$ cat src/rtl/mult_div_unit.sv
// Iterative multiply/divide execute stage with private HI/LO registers.
// Shift-add multiply and restoring divide share one 2*WIDTH accumulator; fixed 34-cycle latency.
module mult_div_unit #(
  parameter int WIDTH = 32
) (
  input  logic             clk,
  input  logic             reset,
  input  logic             start,
  input  logic [1:0]       op,
  input  logic [WIDTH-1:0] operand_a,
  input  logic [WIDTH-1:0] operand_b,
  input  logic             hi_we,
  input  logic             lo_we,
  input  logic [WIDTH-1:0] hilo_wdata,
  output logic             busy,
  output logic             done,
  output logic             div_by_zero,
  output logic [WIDTH-1:0] hi,
  output logic [WIDTH-1:0] lo
);

  localparam int CW = $clog2(WIDTH) + 1;

  typedef enum logic [1:0] {IDLE, CALC, FIX, DONE} state_t;

  state_t             state;
  state_t             state_next;
  logic [CW-1:0]      count;
  logic               is_div;
  logic               sign_a;
  logic               sign_b;
  logic [WIDTH-1:0]   mag_a;
  logic [WIDTH-1:0]   mag_b;
  logic [2*WIDTH-1:0] acc;

  logic               open_window;
  logic               accept;
  logic               last_iter;
  logic               in_signed;
  logic               in_sign_a;
  logic               in_sign_b;
  logic [WIDTH-1:0]   in_mag_a;
  logic [WIDTH-1:0]   in_mag_b;
  logic [WIDTH:0]     mul_sum;
  logic [WIDTH:0]     div_shift;
  logic [WIDTH-1:0]   div_diff;
  logic               div_ge;
  logic [2*WIDTH-1:0] mul_step;
  logic [2*WIDTH-1:0] div_step;
  logic [2*WIDTH-1:0] prod_fixed;
  logic [WIDTH-1:0]   quot_fixed;
  logic [WIDTH-1:0]   rem_fixed;
  logic [WIDTH-1:0]   raw_a;
  logic [WIDTH-1:0]   fix_hi;
  logic [WIDTH-1:0]   fix_lo;

  // A new op or an MTHI/MTLO write is only taken while nothing is in flight.
  assign open_window = (state == IDLE) || (state == DONE);
  assign accept      = start && open_window;
  assign last_iter   = (count == CW'(WIDTH - 1));
  assign busy        = (state == CALC) || (state == FIX);
  assign done        = (state == DONE);

  always_ff @(posedge clk) begin
    if (reset) begin
      state <= IDLE;
    end else begin
      state <= state_next;
    end
  end

  always_comb begin
    state_next = state;
    case (state)
      IDLE:    if (start) state_next = CALC;
      CALC:    if (last_iter) state_next = FIX;
      FIX:     state_next = DONE;
      DONE:    state_next = start ? CALC : IDLE;
      default: state_next = IDLE;
    endcase
  end

  // Signed ops (op[0]==0) iterate on magnitudes; the signs are reapplied in FIX.
  always_comb begin
    in_signed = ~op[0];
    in_sign_a = in_signed & operand_a[WIDTH-1];
    in_sign_b = in_signed & operand_b[WIDTH-1];
    in_mag_a  = in_sign_a ? -operand_a : operand_a;
    in_mag_b  = in_sign_b ? -operand_b : operand_b;
  end

  // Multiply keeps the multiplier in acc's low half and shifts the product in from the top;
  // divide keeps the partial remainder high and shifts quotient bits in at the bottom.
  always_comb begin
    mul_sum   = {1'b0, acc[2*WIDTH-1:WIDTH]} + {1'b0, mag_a};
    mul_step  = acc[0] ? {mul_sum, acc[WIDTH-1:1]}
                       : {1'b0, acc[2*WIDTH-1:WIDTH], acc[WIDTH-1:1]};
    div_shift = {acc[2*WIDTH-1:WIDTH], acc[WIDTH-1]};
    div_ge    = (div_shift >= {1'b0, mag_b});
    div_diff  = div_shift[WIDTH-1:0] - mag_b;
    div_step  = div_ge ? {div_diff, acc[WIDTH-2:0], 1'b1}
                       : {div_shift[WIDTH-1:0], acc[WIDTH-2:0], 1'b0};
  end

  always_comb begin
    prod_fixed = (sign_a ^ sign_b) ? -acc : acc;
    quot_fixed = (sign_a ^ sign_b) ? -acc[WIDTH-1:0] : acc[WIDTH-1:0];
    rem_fixed  = sign_a ? -acc[2*WIDTH-1:WIDTH] : acc[2*WIDTH-1:WIDTH];
    raw_a      = sign_a ? -mag_a : mag_a;
    fix_hi     = prod_fixed[2*WIDTH-1:WIDTH];
    fix_lo     = prod_fixed[WIDTH-1:0];
    if (is_div) begin
      if (div_by_zero) begin
        fix_hi = raw_a;
        fix_lo = '1;
      end else begin
        fix_hi = rem_fixed;
        fix_lo = quot_fixed;
      end
    end
  end

  always_ff @(posedge clk) begin
    if (reset) begin
      count       <= '0;
      acc         <= '0;
      is_div      <= 1'b0;
      sign_a      <= 1'b0;
      sign_b      <= 1'b0;
      mag_a       <= '0;
      mag_b       <= '0;
      div_by_zero <= 1'b0;
    end else if (accept) begin
      count       <= '0;
      is_div      <= op[1];
      sign_a      <= in_sign_a;
      sign_b      <= in_sign_b;
      mag_a       <= in_mag_a;
      mag_b       <= in_mag_b;
      acc         <= {{WIDTH{1'b0}}, (op[1] ? in_mag_a : in_mag_b)};
      div_by_zero <= op[1] && (operand_b == '0);
    end else if (state == CALC) begin
      count <= count + CW'(1);
      acc   <= is_div ? div_step : mul_step;
    end
  end

  // The FIX-edge result write wins; MT writes are only legal while idle or done.
  always_ff @(posedge clk) begin
    if (reset) begin
      hi <= '0;
      lo <= '0;
    end else if (state == FIX) begin
      hi <= fix_hi;
      lo <= fix_lo;
    end else if (open_window) begin
      if (hi_we) hi <= hilo_wdata;
      if (lo_we) lo <= hilo_wdata;
    end
  end

endmodule

$ cat config.mk
export PLATFORM = sky130hd
export DESIGN_NAME = mult_div_unit
export DESIGN_NICKNAME = d
export VERILOG_FILES = /design/src/rtl/mult_div_unit.sv
export SDC_FILE = /design/constraint.sdc
export NUM_CORES = 1
export LEC_CHECK = 0
export ABC_AREA = 1
export CAP_MARGIN = 20
export CORE_MARGIN = 3
export CORE_UTILIZATION = 40
export DETAILED_ROUTE_END_ITERATION = 8
export SYNTH_ARGS = -nofsm -noshare
export SYNTH_HDL_FRONTEND = slang
export SYNTH_SLANG_ARGS = --single-unit
$ cat constraint.sdc
create_clock -name clk -period 3.2 [get_ports clk]
set_clock_uncertainty 0.2 [all_clocks]
set_input_delay 0.48 -clock clk [delete_from_list [all_inputs] [get_ports clk]]
set_output_delay 0.48 -clock clk [all_outputs]
set_load 0.05 [all_outputs]
**After elaboration in Yosys (flattened, before gate mapping)**

Cells that the tools add are included.

- Word-level logic and storage cells: 72
- Output and inout port bits: 67
- Input bits: 103
- Register bits: 204

- $add $sub $neg: 9
- Order comparisons: 1
- Muxes and demuxes: 26
- Bitwise operators: 4
- Equal/unequal tests: 6
- Reductions and logical operators: 14

Operator list:

| cell | count |
|---|---|
| 32-bit 2-to-1 mux | 18 |
| 64-bit 2-to-1 mux | 4 |
| 32-bit negator | 5 |
| 64-bit negator | 1 |
| 32-bit by 32-bit adder with 33-bit output | 1 |
| 33-bit by 32-bit >= comparator with 1-bit output | 1 |
| 32-bit logical NOT | 1 |
| 32-bit subtractor | 1 |
| 2-bit case mux with 4 select lines | 1 |
| 2-bit nonzero test | 4 |
| 6-bit by 1-bit adder with 6-bit output, second input constant | 1 |
| 6-bit by 5-bit == test with 1-bit output, second input constant | 1 |
| 2-bit AND reduction | 3 |
| 2-bit == test, second input constant | 2 |
| 2-bit 2-to-1 mux | 2 |
| 2-bit inequality test, second input constant | 2 |
| 1-bit AND | 2 |
| 2-bit by 1-bit == test with 1-bit output, second input constant | 1 |
| 1-bit logical AND | 2 |
| 2-bit logical NOT | 1 |
| 1-bit logical OR | 2 |
| 2-bit OR reduction | 1 |
| 1-bit 2-to-1 mux | 1 |
| 1-bit NOT | 1 |
| 1-bit bitwise XOR | 1 |

**Logic depth before layout (Yosys ltp)**

Gate-level depths: netlist of run 1.

- Word-level depth: 5
- Gate-level depth with buffers: 18
- Gate-level depth less buffers: 17

**Least setup slack after synthesis of run 1**

Ideal clock, no wire load.

- Path type: flip-flop to flip-flop
- Start point: register state[0]
- End point: register acc[30]
- Path buffers: 2
- Stages on the path, launching flop included: 12
- Slack: 660 ps
- Required time: 2891 ps
- Setup time: 109 ps
- Clock period less this slack: 2540 ps
- Data arrival time: 2231 ps
- Path through: dfxtp_1 > inv_1 > ha_1 > nor2_1 > buf_2 > nor2_1 > inv_1 > clkbuf_1 > o21ai_0 > inv_1 > nand2_1 > inv_1

- Word-level cells in the longest chain between the ends: 4
- Elaborated cells between the ends (all ways): 7
- Those cells by class: 2 x eq/ne; 1 x mux; 4 x reduce/logical

Ends and longest elaborated chain:

| element | RTL line | text |
|---|---|---|
| start: declaration | 26 | `state_t state;` |
| start signal: assignment | 68 | `state <= state_next;` |
| 2-bit == test or 2-bit logical NOT (tied branches) | 58 | `assign open_window = (state == IDLE) \|\| (state == DONE);` |
| 1-bit logical OR | 58 |  |
| 1-bit logical AND | 59 | `assign accept = start && open_window;` |
| 32-bit 2-to-1 mux or 2-bit nonzero test (tied branches) | - |  |
| end signal: assignment | 140 | `acc <= {{WIDTH{1'b0}}, (op[1] ? in_mag_a : in_mag_b)};` |
| end signal: assignment | 144 | `acc <= is_div ? div_step : mul_step;` |
| end: declaration | 34 | `logic [2*WIDTH-1:0] acc;` |

Several ways; a longest one is shown, not always the timed one.
A chain may end at the register's enable or synchronous reset.

**Worst setup path after layout of run 1**

- Start point: register acc[32]
- End point: register acc[60]

- Word-level cells in the longest chain between the ends: 3
- Elaborated cells between the ends (all ways): 6
- Those cells by class: 2 x add/sub; 1 x order compare; 3 x mux

Ends and longest elaborated chain:

| element | RTL line | text |
|---|---|---|
| 32-bit by 32-bit adder with 33-bit output, or another cell as far along | 95 | `mul_sum = {1'b0, acc[2*WIDTH-1:WIDTH]} + {1'b0, mag_a};` |
| 64-bit 2-to-1 mux, on equally long branches | 96, 101 |  |
| 64-bit 2-to-1 mux * | 144 |  |

Every way passes the cells marked *; elsewhere a longest branch is shown, timed or not.

==> run metrics, run 1 <==
actual slew at the worst max-slew pin=between 0.8 and 0.9 ns; leakage power=about 0.012 uW; Setup crit end kind=register; TritonCTS Buffers=26; post-route insts no fill=around 4,500; hold path endpoint=count[5]; switching power=about 16,000 uW; post-DR wirelength/cell=between 20 and 25 microns; Final HPWL DP=roughly 78,000 microns; Power Total=about 27,000 uW; final net count=~4,000; crit-path cells=inv_1 > fa_1 > inv_1 > nand2_1 > nand3_1 > nand2_1 > nand3_1 > nand2_1 > nand2_1 > nor2_1 > nor2_1 > nor2_1 > nor2_1 > nor2_1; Multi-input gate area=between 10,000 and 15,000 sq um; required time of the critical path=roughly 3.5 ns; Final Hold Viols=0; Rows=just over 80; synthesized cell area=20,180 sq um; fillcell total=~5,500; Starting Density=0.4088; gr ovfl total=0; CTS tree=built; RSZ-0062 raised after global routing=false; most frequent cells in the layout=nand2_1 (1,048), inv_1 (472), nand3_1 (384), nor2_1 (367), o21ai_0 (324); Pint=11,030 uW; DRT iter0 DRCs=~3,100; hold depth=2; Max Slew Vio Count=0; initial antenna violation count=1; largest net degree at the start of global routing=66; Post-Place Setup Slack=0.06196 ns; commonest non-fill, non-tap cell in the layout=nand2_1; fin crit share=0.9395; count of distinct cell types in the synthesized netlist=between 50 and 60; Tot GR Track Use=0.3501; Reg2Reg Capture Point=acc[60]; CP peak stage delay=between 0.5 and 0.6 ns; sequential share of power=0.160; PortBufs=around 170; dpl cells=4,467; Die X=230.6 microns; Max IR drop VDD=around 0.44 mV; crit-path max FO=7; Post-CTS Repair Setup Buffers=0; number of synthesized flops with an enable pin=0; post-CTS resize count=0; Setup crit start=acc[32]; Layout area overhead=18.70%; power share of the clock group=0.111; CP most frequent cell=nor2_1; register bit total from synthesis=204; kind of start point of the critical path=register; async set-reset flop share out of synthesis=0; WL final=between 90,000 and 100,000 microns; Max Cap Viol=0; Hold Startpoint=count[5]; fin util=0.4852; Clock Latency Late Sink=0.58 ns; root buffer cell=clkbuf_16; register area share after synthesis=0.2024; Mean Syn Cell Area=approximately 5.5 sq um; vias in the first global route=23,000; critical path arrival=approximately 3.3 ns; crit path time final=3.006 ns; remaining antenna violation count after routing=0; via count=roughly 25,000; min-delay worst type=register to register; Worst R2R Path Depth=14; Placed Instance Area=between 20,000 and 25,000 sq um; n_diodes=0; slowest CP cell=dfxtp_1; Synth Warn #=0; Placer Congestion=between 1 and 1.5; Die H=230.6 microns; Syn Inst Count=3,660; total clock sinks=slightly above 200; WP depth=14; Final Worst Setup Slack=around 0.19 ns; status=finished clean; Hold-fix buffers, CTS=0; reg2reg start=acc[32]; combinational power share=0.729; pwr/cell area=1122 nW/um^2; Residual DRC=0; H-tree depth=1; crit path buf inv count=2; Sw Share=0.5893; clk slew on worst S/H paths=roughly 0.070 ns; Main synth FF type=dfxtp_1; Max Root-Sink Buffers=3; Core Region=49,360 sq um; Post-Syn Nets=3,841; Max Fclk=about 0.33 GHz; proportion of layout cells with a drive suffix above 1=0.05742; # IOs=170; Top Family by Delay on Critical Path=simple AND/OR/NAND/NOR gates; critical path class=register to register; First-pass DRT Iterations=6; Max-Slew Margin vs Limit=0.4229; R2R Setup Slk=about 0.19 ns; storage element area=4089 sq um; first-pass GRT wire length=between 100,000 and 150,000 microns; DR vias/cell=5.594; Setup violations, final=0; Die ar.=53,170 sq um; post-route cell area=between 20,000 and 25,000 sq um
-- sequential cells by signal (all words and copies together), names as in the netlist, 2 cells and up --
register  cells
count         6
hi           32
lo           32
mag_b        32
state         2
mag_a        32
acc          64
-- worst max-delay path by stage --
stage	to	slack, ns
3_3_place_gp	mag_a[31]	-0.005
6_report	acc[60]	0.19
5_1_grt	hi[0]	0.06
4_1_cts	busy	0.22
2_1_floorplan	acc[30]	0.66
3_5_place_dp	mag_a[31]	0.06
-- worst register-to-register path: cells and delay by family, from the launching register on --
kind          cells  cell delay (ns)
buf+inv           2             0.40
fa+ha+maj         1             0.51
flops             1             0.59
simple gates     11             1.20
-- logic make-up (layout without fill, tap and decap cells) --
group,count (synthesis),in the layout,share of synthesized area
and+or+nand+nor,1949,1949,0.4071
xor gates and xnor gates,67,67,0.02908
DFF,204,204,0.2024
adders and majority gates,78,78,0.04911
buffers and inverters,622,811,0.1179
AOI/OAI and AO/OA,740,740,0.1944
-- per-layer routing --
layer  global-route usage  share of wire
met5                    0        0.00012
met4               0.1436          0.050
met3              0.06034          0.091
met2               0.5465           0.43
met1               0.4775           0.42
-- power by group through the flow --
stage          sequential (uW)  combinational [uW]  clock (uW)
3_3_place_gp              4300               19000           0
3_5_place_dp              4300               19000           0
5_1_grt                   4360               21400        3080
4_1_cts                   4260               19100        2990
2_1_floorplan             5050               11700           0
6_report                  4290               19600        2970
-- synthesized netlist by cell type, types with 2 or more instances --
master | instances | area [sq um]
buf_1 | 17 | 63.81
nand4_1 | 42 | 262.8
xnor2_1 | 23 | 201.4
inv_2 | 9 | 33.78
o21ai_0 | 326 | 1632
o221ai_1 | 3 | 26.28
nor3b_1 | 4 | 30.03
o31ai_1 | 4 | 30.03
dfxtp_1 | 204 | 4084
nor2_4 | 5 | 56.30
clkbuf_1 | 103 | 386.6
a21o_1 | 3 | 22.52
nand2_1 | 1048 | 3934
a31oi_1 | 16 | 100.1
o21ai_1 | 15 | 75.07
nand3_2 | 2 | 20.02
a21oi_1 | 301 | 1506
o22ai_1 | 16 | 100.1
buf_6 | 3 | 33.78
o21bai_1 | 8 | 60.06
nor4_1 | 2 | 12.51
inv_1 | 473 | 1775
nand3_1 | 384 | 1922
o21ai_2 | 2 | 17.52
buf_2 | 14 | 70.07
ha_1 | 76 | 950.9
or2_2 | 12 | 75.07
nor2_1 | 369 | 1385
nor3_2 | 2 | 20.02
fa_1 | 2 | 40.04
nand3b_1 | 10 | 75.07
o21a_1 | 5 | 37.54
and2_1 | 9 | 56.30
o211ai_1 | 31 | 232.7
xor2_1 | 44 | 385.4
clkinv_1 | 2 | 7.510
a211oi_1 | 2 | 15.01
nor3_1 | 38 | 190.2
nor2_2 | 10 | 62.56
nand2_2 | 8 | 50.05
-- final cells by class --
type	count	share of cell area
clock buffer	36	0.03213
tap	664	0.03469
clock inverter	10	0.003291
multi-input combinational	2834	0.5735
timing repair buffer	281	0.1098
sequential	204	0.1707
inverter	484	0.07586
-- stage by stage --
step	setup TNS, ns	hold slack, ns
after detailed placement	0	0.2706
after floorplan	0	0.2347
after CTS	0	0.2815
after global placement	-0.004870	0.2653
final	0	0.2784
after global routing	0	0.3124
No activity file was read; power rests on OpenSTA's default activity.
==> run 2: changes to the inputs <==
--- a/config.mk
+++ b/config.mk
@@ -8,7 +8,8 @@
 export ABC_AREA = 1
 export CAP_MARGIN = 20
 export CORE_MARGIN = 3
-export CORE_UTILIZATION = 40
+export CORE_UTILIZATION = 36
+export CTS_BUF_LIST = sky130_fd_sc_hd__clkbuf_16
 export DETAILED_ROUTE_END_ITERATION = 8
 export SYNTH_ARGS = -nofsm -noshare
 export SYNTH_HDL_FRONTEND = slang
==> constraint.sdc (replaced) <==
create_clock -name clk -period 3.7 [get_ports clk]
set_clock_uncertainty 0.2 [all_clocks]
set_input_delay 0.555 -clock clk [delete_from_list [all_inputs] [get_ports clk]]
set_output_delay 0.555 -clock clk [all_outputs]
set_load 0.05 [all_outputs]
==> run 2 against run 1 <==
Compared with the run above: sequential power is 13% lower; setup slack gained 0.42 ns; sequential share of layout area rose by 0.19 points; clock power decreased by 15%; combinational power fell by 16%; non-clock buffer count down 38; routed wire length grew 1.0%; worst hold slack is essentially flat; highest routed layer unchanged.
==> run metrics, run 2 (synthesized netlist as in run 1, its figures left out) <==
status=finished clean; Top reg by flops=acc; met3 WL=8784 microns; Die X=about 240 microns; Worst R2R Path Depth=11; fin crit share=0.8336; DR vias/cell=5.534; routed metal-1 wirelength=between 40,000 and 50,000 microns; leakage power=about 0.011 uW; critical path class=register to output port; Final Hold Viols=0; dpl cells=around 4,500; post-DR wirelength/cell=21.37 microns; Placer Congestion=approximately 1; met2 routed WL=between 40,000 and 50,000 microns; vias in the first global route=around 23,000; Final Worst Setup Slack=0.6158 ns; Largest register FFs=64; most frequent cells in the layout=nand2_1 (1,048), inv_1 (474), nand3_1 (384), nor2_1 (366), o21ai_0 (324); fin util=0.4282; required time of the critical path=2.94 ns; Max Fclk=about 0.32 GHz; via count=25,250; Post-CTS Repair Setup Buffers=0; CTS tree=built; CP peak stage delay=0.83 ns; Post-Place Setup Slack=0.5071 ns; Setup violations, final=0; DR top layer=met5; Max Cap Viol=0; # IOs=170; clk slew on worst S/H paths=approximately 0.050 ns; crit path time final=slightly above 3 ns; post-route setup TNS=0 ns; first-pass GRT wire length=roughly 140,000 microns; remaining antenna violation count after routing=0; Final HPWL DP=79,000 microns; First-pass DRT Iterations=8; Top Family by Delay on Critical Path=buffers and inverters; commonest non-fill, non-tap cell in the layout=nand2_1; total clock sinks=between 200 and 250; Max Slew Vio Count=0; Rows=86; proportion of layout cells with a drive suffix above 1=0.04697; Clock Latency Late Sink=about 0.59 ns; post-CTS resize count=0; RSZ-0062 raised after global routing=false; kind of start point of the critical path=register; Core Region=55,310 sq um; hold depth=2; pwr/cell area=roughly 960 nW/um^2; crit path buf inv count=2; Residual DRC=0; Starting Density=0.3648; final net count=3,974; Tot GR Track Use=0.3171; Max IR drop VDD=0.5457 mV; DRT iter0 DRCs=roughly 2,800; TritonCTS Buffers=26; actual slew at the worst max-slew pin=0.9903 ns; Hold-fix buffers, CTS=0; critical path arrival=roughly 2.3 ns; largest net degree at the start of global routing=100; Max Root-Sink Buffers=3; gr ovfl total=0; min-delay worst type=register to register; Layout area overhead=17.39%; slowest CP cell=clkdlybuf4s50_1; crit-path cells=inv_1 > ha_1 > clkdlybuf4s50_1; WP depth=3; root buffer cell=clkbuf_16; crit-path max FO=7; Setup crit end kind=output port; Max-Slew Margin vs Limit=0.3391; H-tree depth=1; post-route insts no fill=around 4,600; initial antenna violation count=2; Die H=roughly 240 microns; Die ar.=58,920 sq um; WL final=between 90,000 and 100,000 microns; PortBufs=around 170
-- run 2: layout make-up --
class	count	area, sq um
fill	6256	31620
inverter	484	1817
clock inverter	20	163.9
multi-input combinational	2834	13740
timing repair buffer	243	2285
tap	748	935.9
antenna	3	7.507
sequential	204	4089
clock buffer	26	650.6
-- run 2: per-layer routing --
metal / vias up / global-route usage
li1: 12210 / -
met1: 11540 / 0.4255
met2: 1248 / 0.4946
met3: 241 / 0.04806
met4: 2 / 0.1594
met5: - / 0
-- run 2: metrics by stage --
step | total power (uW) | instance area [sq um] | hold slack (ns)
finish | 22640 | 23690 | 0.2788
global route | 24340 | 23680 | 0.3071
CTS | 22210 | 23680 | 0.2786
detailed placement | 19650 | 22860 | 0.2698
global placement | 19700 | 22860 | 0.2675
floorplan | 14470 | 20180 | 0.2347
-- run 2: tightest hold or removal path: cells and delay by family (launching register included) --
kind | cells | cell delay, ns
buf+inv | 1 | 0.07
flops | 1 | 0.29
compound gates | 1 | 0.06
-- run 2: path summary, 6_finish.rpt --
check	start	slack (ns)	endpoint
setup / recovery	state[0]	0.62	busy
hold / removal	count[5]	0.28	count[5]
setup reg to reg	acc[1]	0.66	hi[0]
hold reg to reg	count[5]	0.28	count[5]
-- run 2: where the power goes --
part           internal [uW]  total, uW  switching, uW
Combinational           4790      16400          11600
Sequential              2930       3740            812
Clock                   1420       2520           1100
